$ cat config.mk
export PLATFORM = sky130hd
export DESIGN_NAME = bb_decimator_flat
export DESIGN_NICKNAME = d
export VERILOG_FILES = /design/src/rtl/bb_decimator_if.sv /design/src/rtl/bb_decimator.sv /design/src/flat_wrapper.sv
export SDC_FILE = /design/constraint.sdc
export NUM_CORES = 1
export LEC_CHECK = 0
export CORE_MARGIN = 5
export CORE_UTILIZATION = 40
export DETAILED_ROUTE_END_ITERATION = 8
export DONT_BUFFER_PORTS = 1
export PLACE_DENSITY = 0.53
export SLEW_MARGIN = 20
export SYNTH_ARGS = -nofsm -noshare
export SYNTH_HDL_FRONTEND = slang
export SYNTH_SLANG_ARGS = --single-unit
$ cat constraint.sdc
create_clock -name clk -period 10.95 [get_ports clk]
set_clock_uncertainty 0.2 [all_clocks]
set_input_delay 2.19 -clock clk [delete_from_list [all_inputs] [get_ports clk]]
set_output_delay 2.19 -clock clk [all_outputs]
set_load 0.005 [all_outputs]
$ cat src/rtl/bb_decimator_if.sv
// Baseband I/Q stream into the decimator plus the decimated I/Q result.
// master drives samples and controls; slave is the decimator.
interface bb_decimator_if #(
  parameter int W = 12
);
  logic                in_valid;
  logic signed [W-1:0] i_in;
  logic signed [W-1:0] q_in;
  logic [2:0]          dec_log2;
  logic                bypass;
  logic signed [W-1:0] i_out;
  logic signed [W-1:0] q_out;
  logic                out_valid;

  modport master (
    output in_valid, i_in, q_in, dec_log2, bypass,
    input  i_out, q_out, out_valid
  );

  modport slave (
    input  in_valid, i_in, q_in, dec_log2, bypass,
    output i_out, q_out, out_valid
  );
endinterface

$ cat src/rtl/bb_decimator.sv
// Integrate-and-dump I/Q decimator: averages 2^dec blocks with round-half-up; result registered
// on the edge taking the block's last sample. No backpressure: one sample per clock, always accepted.
module bb_decimator #(
  parameter int W        = 12,
  parameter int MAX_LOG2 = 4
) (
  input  logic            clk,
  input  logic            rst,
  bb_decimator_if.slave   dec_if
);
  localparam int AW = W + MAX_LOG2;

  logic [MAX_LOG2-1:0] cnt_q, cnt_d;
  logic signed [AW-1:0] iacc_q, iacc_d, qacc_q, qacc_d;
  logic [2:0]          dec_act_q, dec_act_d;
  logic signed [W-1:0] i_out_q, i_out_d, q_out_q, q_out_d;
  logic                out_valid_q, out_valid_d;

  logic [2:0]          eff;
  logic [MAX_LOG2-1:0] last_cnt;
  logic signed [AW-1:0] ext_i, ext_q, sum_i, sum_q, rnd, rsum_i, rsum_q;

  always_comb begin
    cnt_d       = cnt_q;
    iacc_d      = iacc_q;
    qacc_d      = qacc_q;
    dec_act_d   = dec_act_q;
    i_out_d     = i_out_q;
    q_out_d     = q_out_q;
    out_valid_d = 1'b0;

    // The exponent is only sampled at block start; mid-block changes wait.
    if (cnt_q == '0)
      eff = (dec_if.dec_log2 > 3'(MAX_LOG2)) ? 3'(MAX_LOG2) : dec_if.dec_log2;
    else
      eff = dec_act_q;

    last_cnt = MAX_LOG2'((32'd1 << eff) - 32'd1);
    ext_i    = {{MAX_LOG2{dec_if.i_in[W-1]}}, dec_if.i_in};
    ext_q    = {{MAX_LOG2{dec_if.q_in[W-1]}}, dec_if.q_in};
    sum_i    = ((cnt_q == '0) ? '0 : iacc_q) + ext_i;
    sum_q    = ((cnt_q == '0) ? '0 : qacc_q) + ext_q;

    rnd = '0;
    if (eff != 3'd0)
      rnd = AW'(32'd1 << (eff - 3'd1));
    rsum_i = sum_i + rnd;
    rsum_q = sum_q + rnd;

    if (dec_if.bypass) begin
      cnt_d       = '0;
      iacc_d      = '0;
      qacc_d      = '0;
      out_valid_d = dec_if.in_valid;
      if (dec_if.in_valid) begin
        i_out_d = dec_if.i_in;
        q_out_d = dec_if.q_in;
      end
    end else if (dec_if.in_valid) begin
      dec_act_d = eff;
      iacc_d    = sum_i;
      qacc_d    = sum_q;
      if (cnt_q == last_cnt) begin
        // Worst-case sum fits AW bits, so the average always fits W bits.
        i_out_d     = W'(rsum_i >>> eff);
        q_out_d     = W'(rsum_q >>> eff);
        out_valid_d = 1'b1;
        cnt_d       = '0;
      end else begin
        cnt_d = cnt_q + MAX_LOG2'(1);
      end
    end
  end

  always_ff @(posedge clk) begin
    if (rst) begin
      cnt_q       <= '0;
      iacc_q      <= '0;
      qacc_q      <= '0;
      dec_act_q   <= '0;
      i_out_q     <= '0;
      q_out_q     <= '0;
      out_valid_q <= 1'b0;
    end else begin
      cnt_q       <= cnt_d;
      iacc_q      <= iacc_d;
      qacc_q      <= qacc_d;
      dec_act_q   <= dec_act_d;
      i_out_q     <= i_out_d;
      q_out_q     <= q_out_d;
      out_valid_q <= out_valid_d;
    end
  end

  assign dec_if.i_out     = i_out_q;
  assign dec_if.q_out     = q_out_q;
  assign dec_if.out_valid = out_valid_q;
endmodule

$ cat src/flat_wrapper.sv
// flat-port wrapper written by rule: the top's interface ports become plain ports
module bb_decimator_flat 
#(
  parameter int W        = 12,
  parameter int MAX_LOG2 = 4
)
  (clk, rst, dec_if_in_valid, dec_if_i_in, dec_if_q_in, dec_if_dec_log2, dec_if_bypass, dec_if_i_out, dec_if_q_out, dec_if_out_valid);
  bb_decimator_if #(.W(W)) dec_if_i ();
  input  logic clk;
  input  logic rst;
  input wire logic [$bits(dec_if_i.in_valid)-1:0] dec_if_in_valid;
  input wire logic [$bits(dec_if_i.i_in)-1:0] dec_if_i_in;
  input wire logic [$bits(dec_if_i.q_in)-1:0] dec_if_q_in;
  input wire logic [$bits(dec_if_i.dec_log2)-1:0] dec_if_dec_log2;
  input wire logic [$bits(dec_if_i.bypass)-1:0] dec_if_bypass;
  output wire logic [$bits(dec_if_i.i_out)-1:0] dec_if_i_out;
  output wire logic [$bits(dec_if_i.q_out)-1:0] dec_if_q_out;
  output wire logic [$bits(dec_if_i.out_valid)-1:0] dec_if_out_valid;
  assign dec_if_i.in_valid = dec_if_in_valid;
  assign dec_if_i.i_in = dec_if_i_in;
  assign dec_if_i.q_in = dec_if_q_in;
  assign dec_if_i.dec_log2 = dec_if_dec_log2;
  assign dec_if_i.bypass = dec_if_bypass;
  assign dec_if_i_out = dec_if_i.i_out;
  assign dec_if_q_out = dec_if_i.q_out;
  assign dec_if_out_valid = dec_if_i.out_valid;
  bb_decimator #(.W(W), .MAX_LOG2(MAX_LOG2)) u_core (.clk(clk), .rst(rst), .dec_if(dec_if_i));
endmodule
[After elaboration in Yosys (flattened, before gate mapping)]
Index checks and enable logic that the tools add are counted.
Word-level totals
  register bits after elaboration: 64
  bits in latches: 0
  bits in writable memories: 0
  ROM bits: 0
  bits of input ports: 31
  output and inout bits: 25
  word-level logic and storage cells: 44
  memories kept: 0
Operators by class
  $add $sub $neg: 7
  multipliers: 0
  divide/modulo/power cells: 0
  magnitude comparators: 1
  eq/ne operators: 1
  shift operators: 4
  muxes and demuxes: 17
  bitwise gates (word level): 1
  reduce and logical (&&, ||, !) cells: 6
Operators with widths (count)
  12-bit two-way mux: 8
  16-bit adder: 4
  16-bit two-way mux: 3
  16-bit by 3-bit >>> shifter with 12-bit output: 2
  1-bit by 3-bit << shifter with 16-bit output, first input constant: 1
  3-bit two-way mux: 2
  4-bit by 1-bit adder with 4-bit output, second input constant: 1
  4-bit == test: 1
  4-bit zero test: 1
  4-bit two-way mux: 1
  2-bit AND reduction: 2
  1-bit by 3-bit << shifter with 4-bit output, first input constant: 1
  4-bit by 1-bit subtractor with 4-bit output, second input constant: 1
  3-bit > comparator, second input constant: 1
  1-bit two-way mux: 3
  3-bit nonzero test: 1
  3-bit by 1-bit subtractor with 3-bit output, second input constant: 1
  2-bit nonzero test: 1
  2-bit OR reduction: 1
  1-bit NOT: 1

[Logic depth before layout (Yosys ltp)]
  depth after elaboration: 11
  mapped depth: 22
  gate-level depth less buffers: 18

[Worst setup path before layout]
OpenSTA, ideal clock, no wires.
  path kind: in2reg
  start point: input port dec_if_dec_log2[0]
  end point: register u_core.i_out_q[7] (netlist: u_core.dec_if.i_out[7])
  setup time: 91 ps
  data arrival time: 5958 ps
  data required time: 10659 ps
  slack: 4701 ps
  stages: 15
  path buffers: 3
  cells stage by stage: nor2b_1 -> mux2i_1 -> clkbuf_1 -> clkbuf_1 -> clkbuf_1 -> nor3_1 -> ha_1 -> nor4b_1 -> a41oi_1 -> a221oi_1 -> o21ai_1 -> xor2_1 -> a2111oi_1 -> o31ai_1 -> a311oi_1
On the way
  longest elaborated chain between the ends: 11
  elaborated cells on any way between the ends: 17
  classes of those cells: 3 x add/sub; 1 x order compare; 1 x eq/ne; 3 x shift; 6 x mux; 3 x reduce/logical
Ends and longest elaborated chain
  from (decl): line flat_wrapper.sv:14  | input wire logic [$bits(dec_if_i.dec_log2)-1:0] dec_if_dec_log2;
  3-bit > comparator: line bb_decimator.sv:34  | eff = (dec_if.dec_log2 > 3'(MAX_LOG2)) ? 3'(MAX_LOG2) : dec_if.dec_log2;
  3-bit two-way mux *: line bb_decimator.sv:34
  3-bit two-way mux *: line bb_decimator.sv:33  | if (cnt_q == '0)
  3-bit by 1-bit subtractor with 3-bit output: line bb_decimator.sv:46  | rnd = AW'(32'd1 << (eff - 3'd1));
  1-bit by 3-bit << shifter with 16-bit output: line bb_decimator.sv:46
  16-bit two-way mux: line bb_decimator.sv:45  | if (eff != 3'd0)
  16-bit adder: line bb_decimator.sv:47  | rsum_i = sum_i + rnd;
  16-bit by 3-bit >>> shifter with 12-bit output: line bb_decimator.sv:65  | i_out_d = W'(rsum_i >>> eff);
  12-bit two-way mux: line bb_decimator.sv:63  | if (cnt_q == last_cnt) begin
  12-bit two-way mux: line bb_decimator.sv:59  | end else if (dec_if.in_valid) begin
  12-bit two-way mux: line bb_decimator.sv:50  | if (dec_if.bypass) begin
  to (signal assigned): line bb_decimator.sv:89  | i_out_q <= i_out_d;
  to (decl): line bb_decimator.sv:16  | logic signed [W-1:0] i_out_q, i_out_d, q_out_q, q_out_d;
Every way passes the cells marked *; elsewhere a longest branch is shown, timed or not. The select of a mux whose other input is x is not followed.
A chain may end at the register's enable or synchronous reset.

[Worst setup path after layout]
  start point: input port dec_if_dec_log2[0]
  end point: register u_core.q_out_q[8] (netlist: u_core.dec_if.q_out[8])
On the way
  longest elaborated chain between the ends: 11
  elaborated cells on any way between the ends: 17
  classes of those cells: 3 x add/sub; 1 x order compare; 1 x eq/ne; 3 x shift; 6 x mux; 3 x reduce/logical
Ends and longest elaborated chain
  3-bit > comparator: line bb_decimator.sv:34
  3-bit two-way mux *: line bb_decimator.sv:34
  3-bit two-way mux *: line bb_decimator.sv:33
  3-bit by 1-bit subtractor with 3-bit output: line bb_decimator.sv:46
  1-bit by 3-bit << shifter with 16-bit output: line bb_decimator.sv:46
  16-bit two-way mux: line bb_decimator.sv:45
  16-bit adder: line bb_decimator.sv:48  | rsum_q = sum_q + rnd;
  16-bit by 3-bit >>> shifter with 12-bit output: line bb_decimator.sv:66  | q_out_d = W'(rsum_q >>> eff);
  12-bit two-way mux: line bb_decimator.sv:63
  12-bit two-way mux: line bb_decimator.sv:59
  12-bit two-way mux: line bb_decimator.sv:50
  to (signal assigned): line bb_decimator.sv:90  | q_out_q <= q_out_d;
  to (decl): line bb_decimator.sv:16
Marked as above.

==> impl_metrics.toml <==
[outcome]
status = "completed"

[critical_path]
reg2reg_from = "u_core.cnt_q[0]$_SDFFE_PP0P_"
critPathCaptureType = "flop"
path_cells = "nor2b_1, mux2_2, nand2_1, nor2_1, ha_1, ha_1, inv_1, o21ai_0, nand4_1, a2111oi_4, o21ai_1, xnor2_1, o22ai_1, or4_1, a311oi_1"
r2r_slack_ps = 5260
crit_buf_inv = 1
cp_max_fo = 23
crit_arrival_ps = 6690
cpLargestDelayFamily = "simple AND/OR/NAND/NOR gates"
worstSetupPathType = "input port to flop"
r2r_cells = 17
critical_path.slowest_cell = "a2111oi_4"
rr_endpoint = "u_core.dec_if.q_out[11]$_SDFFE_PP0P_"
max_stage_delay_ps = 590
worst_path_most_repeated_cell = "ha_1"
cp-start-kind = "input port"
worst_ep_required_time_ps = 11010

[detailed_routing]
vias = 6823
wl_mm = 22.8
via_per_inst = 6.14
dr.pass1.iters = 5
wl_per_cell_um = 20.5
drtIter0Drc = 655
final_antenna_net_count = 0
drc = 0

[min_path]
worstHoldPathCells = 2
hold_end = "u_core.qacc_q[7]$_SDFFE_PP0P_"
hold_class = "flop to flop"
min_from = "u_core.qacc_q[7]$_SDFFE_PP0P_"

[grt]
gr-usage-all-layers = 0.227
antenna_found_initial = 1
grt-ovfl-total = 0
use_met3 = 0.0741
grt_max_degree = 65
grt_pass1_vias = 6293
use_met2 = 0.324
grt_pass1_wl_mm = 36.0
grt.busiest_layer = "met1"
grtUsageMet1 = 0.326

[finish]
mostFrequentLayoutCells = "103 x nor2_1, 64 x dfxtp_1, 62 x a21oi_1"
register_area_mm2 = 0.00128
nFillCells = 1810
drive_gt1_frac = 0.0552
layout.nets = 961
num_antenna_cells = 0
final_common_cell = "nor2_1"
final_cells = 1112
multiInputGateArea_mm2 = 0.00536
area_delta_synth_final_pct = 6.31

[die]
die_x_um = 142
die_y_um = 142
rows = 48
design.portCount = 56
dieArea_mm2 = 0.0200
initial_core_util = 0.405
core_area_mm2 = 0.0171

[cts]
cts_hold_buffers = 0
cts_setup_buffers = 0
cts.sinks = 64
ctsRootBufferMaster = "clkbuf_16"
cts_buffer_depth = 2
cts_resized = 0
numCtsBuffers = 9
clkLatencyLatePin_ps = 350
cts-htree-levels = 3
cts_tree = "yes"
path_clk_slew_ps = 60

[logic_synthesis]
synth_area_mm2 = 0.00693
ys_seq_elements = 64
synth_top_cell_area_share = 0.185
async_flop_share = 0
ys_types = 85
yosys.area.top_type = "dfxtp_1"
postSynthAreaPerCell_um2 = 7.59
yosys-top-cells-area = "dfxtp_1 19%, ha_1 8.1%, mux2i_1 5.8%, nor2_1 5.6%, xnor2_1 5.2%"
synth_warnings = 0
netlist_instances = 913
synth_flop_cell = "dfxtp_1"
synth_edf_count = 0
ys_seq_area_frac = 0.185

[power_and_ir_drop]
p_leak_nw = 2.88
vdd_drop_max_uv = 77.0
power_density_mw_per_mm2 = 106

[placed_design]
gp_congestion = 0.934
port_buffers = 0
dp.cells = 1097
hpwl_mm = 17.1

[sta]
slew_viol_final = 0
fin_setup_tns_ps = 0
finalSetupViolations = 0
hold_ws_ps = 273
max_freq_mhz = 151
grt_setup_unrepaired = "no"
max_slew_margin = 0.295
worst_slew_pin_slew_ps = 1040
final-hold-violation-count = 0
finalCritPeriodShare = 0.606
layout_min_cycle_time_ps = 6630

[flow_run]
drv_cap = 0
==> final cells by class <==
type | instances | share of cell area
Inverter | 29 | 0.0148
Sequential cell | 64 | 0.174
Multi-Input combinational cell | 772 | 0.728
Clock buffer | 13 | 0.0354
Clock inverter | 2 | 0.00204
Timing Repair Buffer | 7 | 0.00714
Tap cell | 225 | 0.0382
==> routing by layer <==
layer | vias up | share of wire | routed length [um]
met5 | - | 0.0012 | 27
met4 | 4 | 0.018 | 409
met3 | 34 | 0.090 | 2050
met2 | 206 | 0.40 | 9190
met1 | 3212 | 0.49 | 11100
li1 | 3367 | - | -
==> report_power, final <==
group / leakage (nW) / switching, mW / internal, mW
clock: 0.128 / 0.113 / 0.164
sequential: 0.524 / 0.0104 / 0.246
combinational: 2.22 / 0.153 / 0.0917
total: 2.88 / 0.276 / 0.503
==> cells by family (layout without fill, tap and decap cells) <==
family,count (synthesis),count (layout),share of synthesized area
adder cells (fa/ha/maj),47,47,0.0871
other,1,2,0.000541
multiplexers,48,48,0.0741
buffers and inverters,78,51,0.0448
AO/OA/AOI/OAI,301,301,0.305
AND/OR/NAND/NOR,317,317,0.232
XOR/XNOR,57,57,0.0721
flip-flops,64,64,0.185
==> synthesized netlist by cell type, types with 7 or more instances <==
library cell / count
inv_1: 28
ha_1: 45
o31ai_1: 12
o21a_1: 7
a31oi_1: 8
nor2b_1: 10
nor3_1: 16
o22ai_1: 10
clkbuf_1: 42
a21oi_1: 62
a211oi_1: 31
o21ai_1: 12
xor2_1: 16
nand2b_1: 10
nand3b_1: 13
nor4_1: 10
nor2_1: 103
nand2_1: 56
and2_1: 33
a221oi_1: 7
o21ai_0: 47
dfxtp_1: 64
and3_1: 11
mux2i_1: 40
a21o_1: 11
o211ai_1: 12
nor3b_1: 8
nand3_1: 16
xnor2_1: 41
==> state kept, by name (all words and copies together), names as in the netlist <==
name                     cells
u_core.qacc_q               16
u_core.dec_if.i_out         12
u_core.iacc_q               16
u_core.dec_if.q_out         12
u_core.dec_if.out_valid      1
u_core.dec_act_q             3
u_core.cnt_q                 4
==> tightest hold or removal path, cell delays in order, from the launching register on <==
cell and delay [ps]:
dfxtp_1 300, nor2_1 80, a211oi_1 50
==> metrics by stage <==
| stage | area, um^2 | worst slack, ps | utilization | power, mW |
|---|---|---|---|---|
| floorplan | 6930 | 4700 | - | 0.449 |
| global placement | 7090 | 4040 | 0.414 | 0.503 |
| detailed placement | 7090 | 4030 | 0.414 | 0.502 |
| CTS | 7360 | 4370 | 0.430 | 0.784 |
| global route | 7360 | 3840 | 0.430 | 0.820 |
| finish | 7360 | 4320 | 0.430 | 0.779 |
==> worst max path at each step <==
stage / endpoint / depth (start not counted) / startpoint
after floorplan: u_core.dec_if.i_out[7]$_SDFFE_PP0P_ / 15 / dec_if_dec_log2[0]
after global placement: u_core.dec_if.q_out[8]$_SDFFE_PP0P_ / 15 / dec_if_dec_log2[0]
after detailed placement: u_core.dec_if.q_out[8]$_SDFFE_PP0P_ / 15 / dec_if_dec_log2[0]
after CTS: u_core.dec_if.q_out[8]$_SDFFE_PP0P_ / 15 / dec_if_dec_log2[0]
after global routing: u_core.dec_if.q_out[8]$_SDFFE_PP0P_ / 15 / dec_if_dec_log2[0]
final: u_core.dec_if.q_out[8]$_SDFFE_PP0P_ / 15 / dec_if_dec_log2[0]
(Power assumes the default switching activity.)
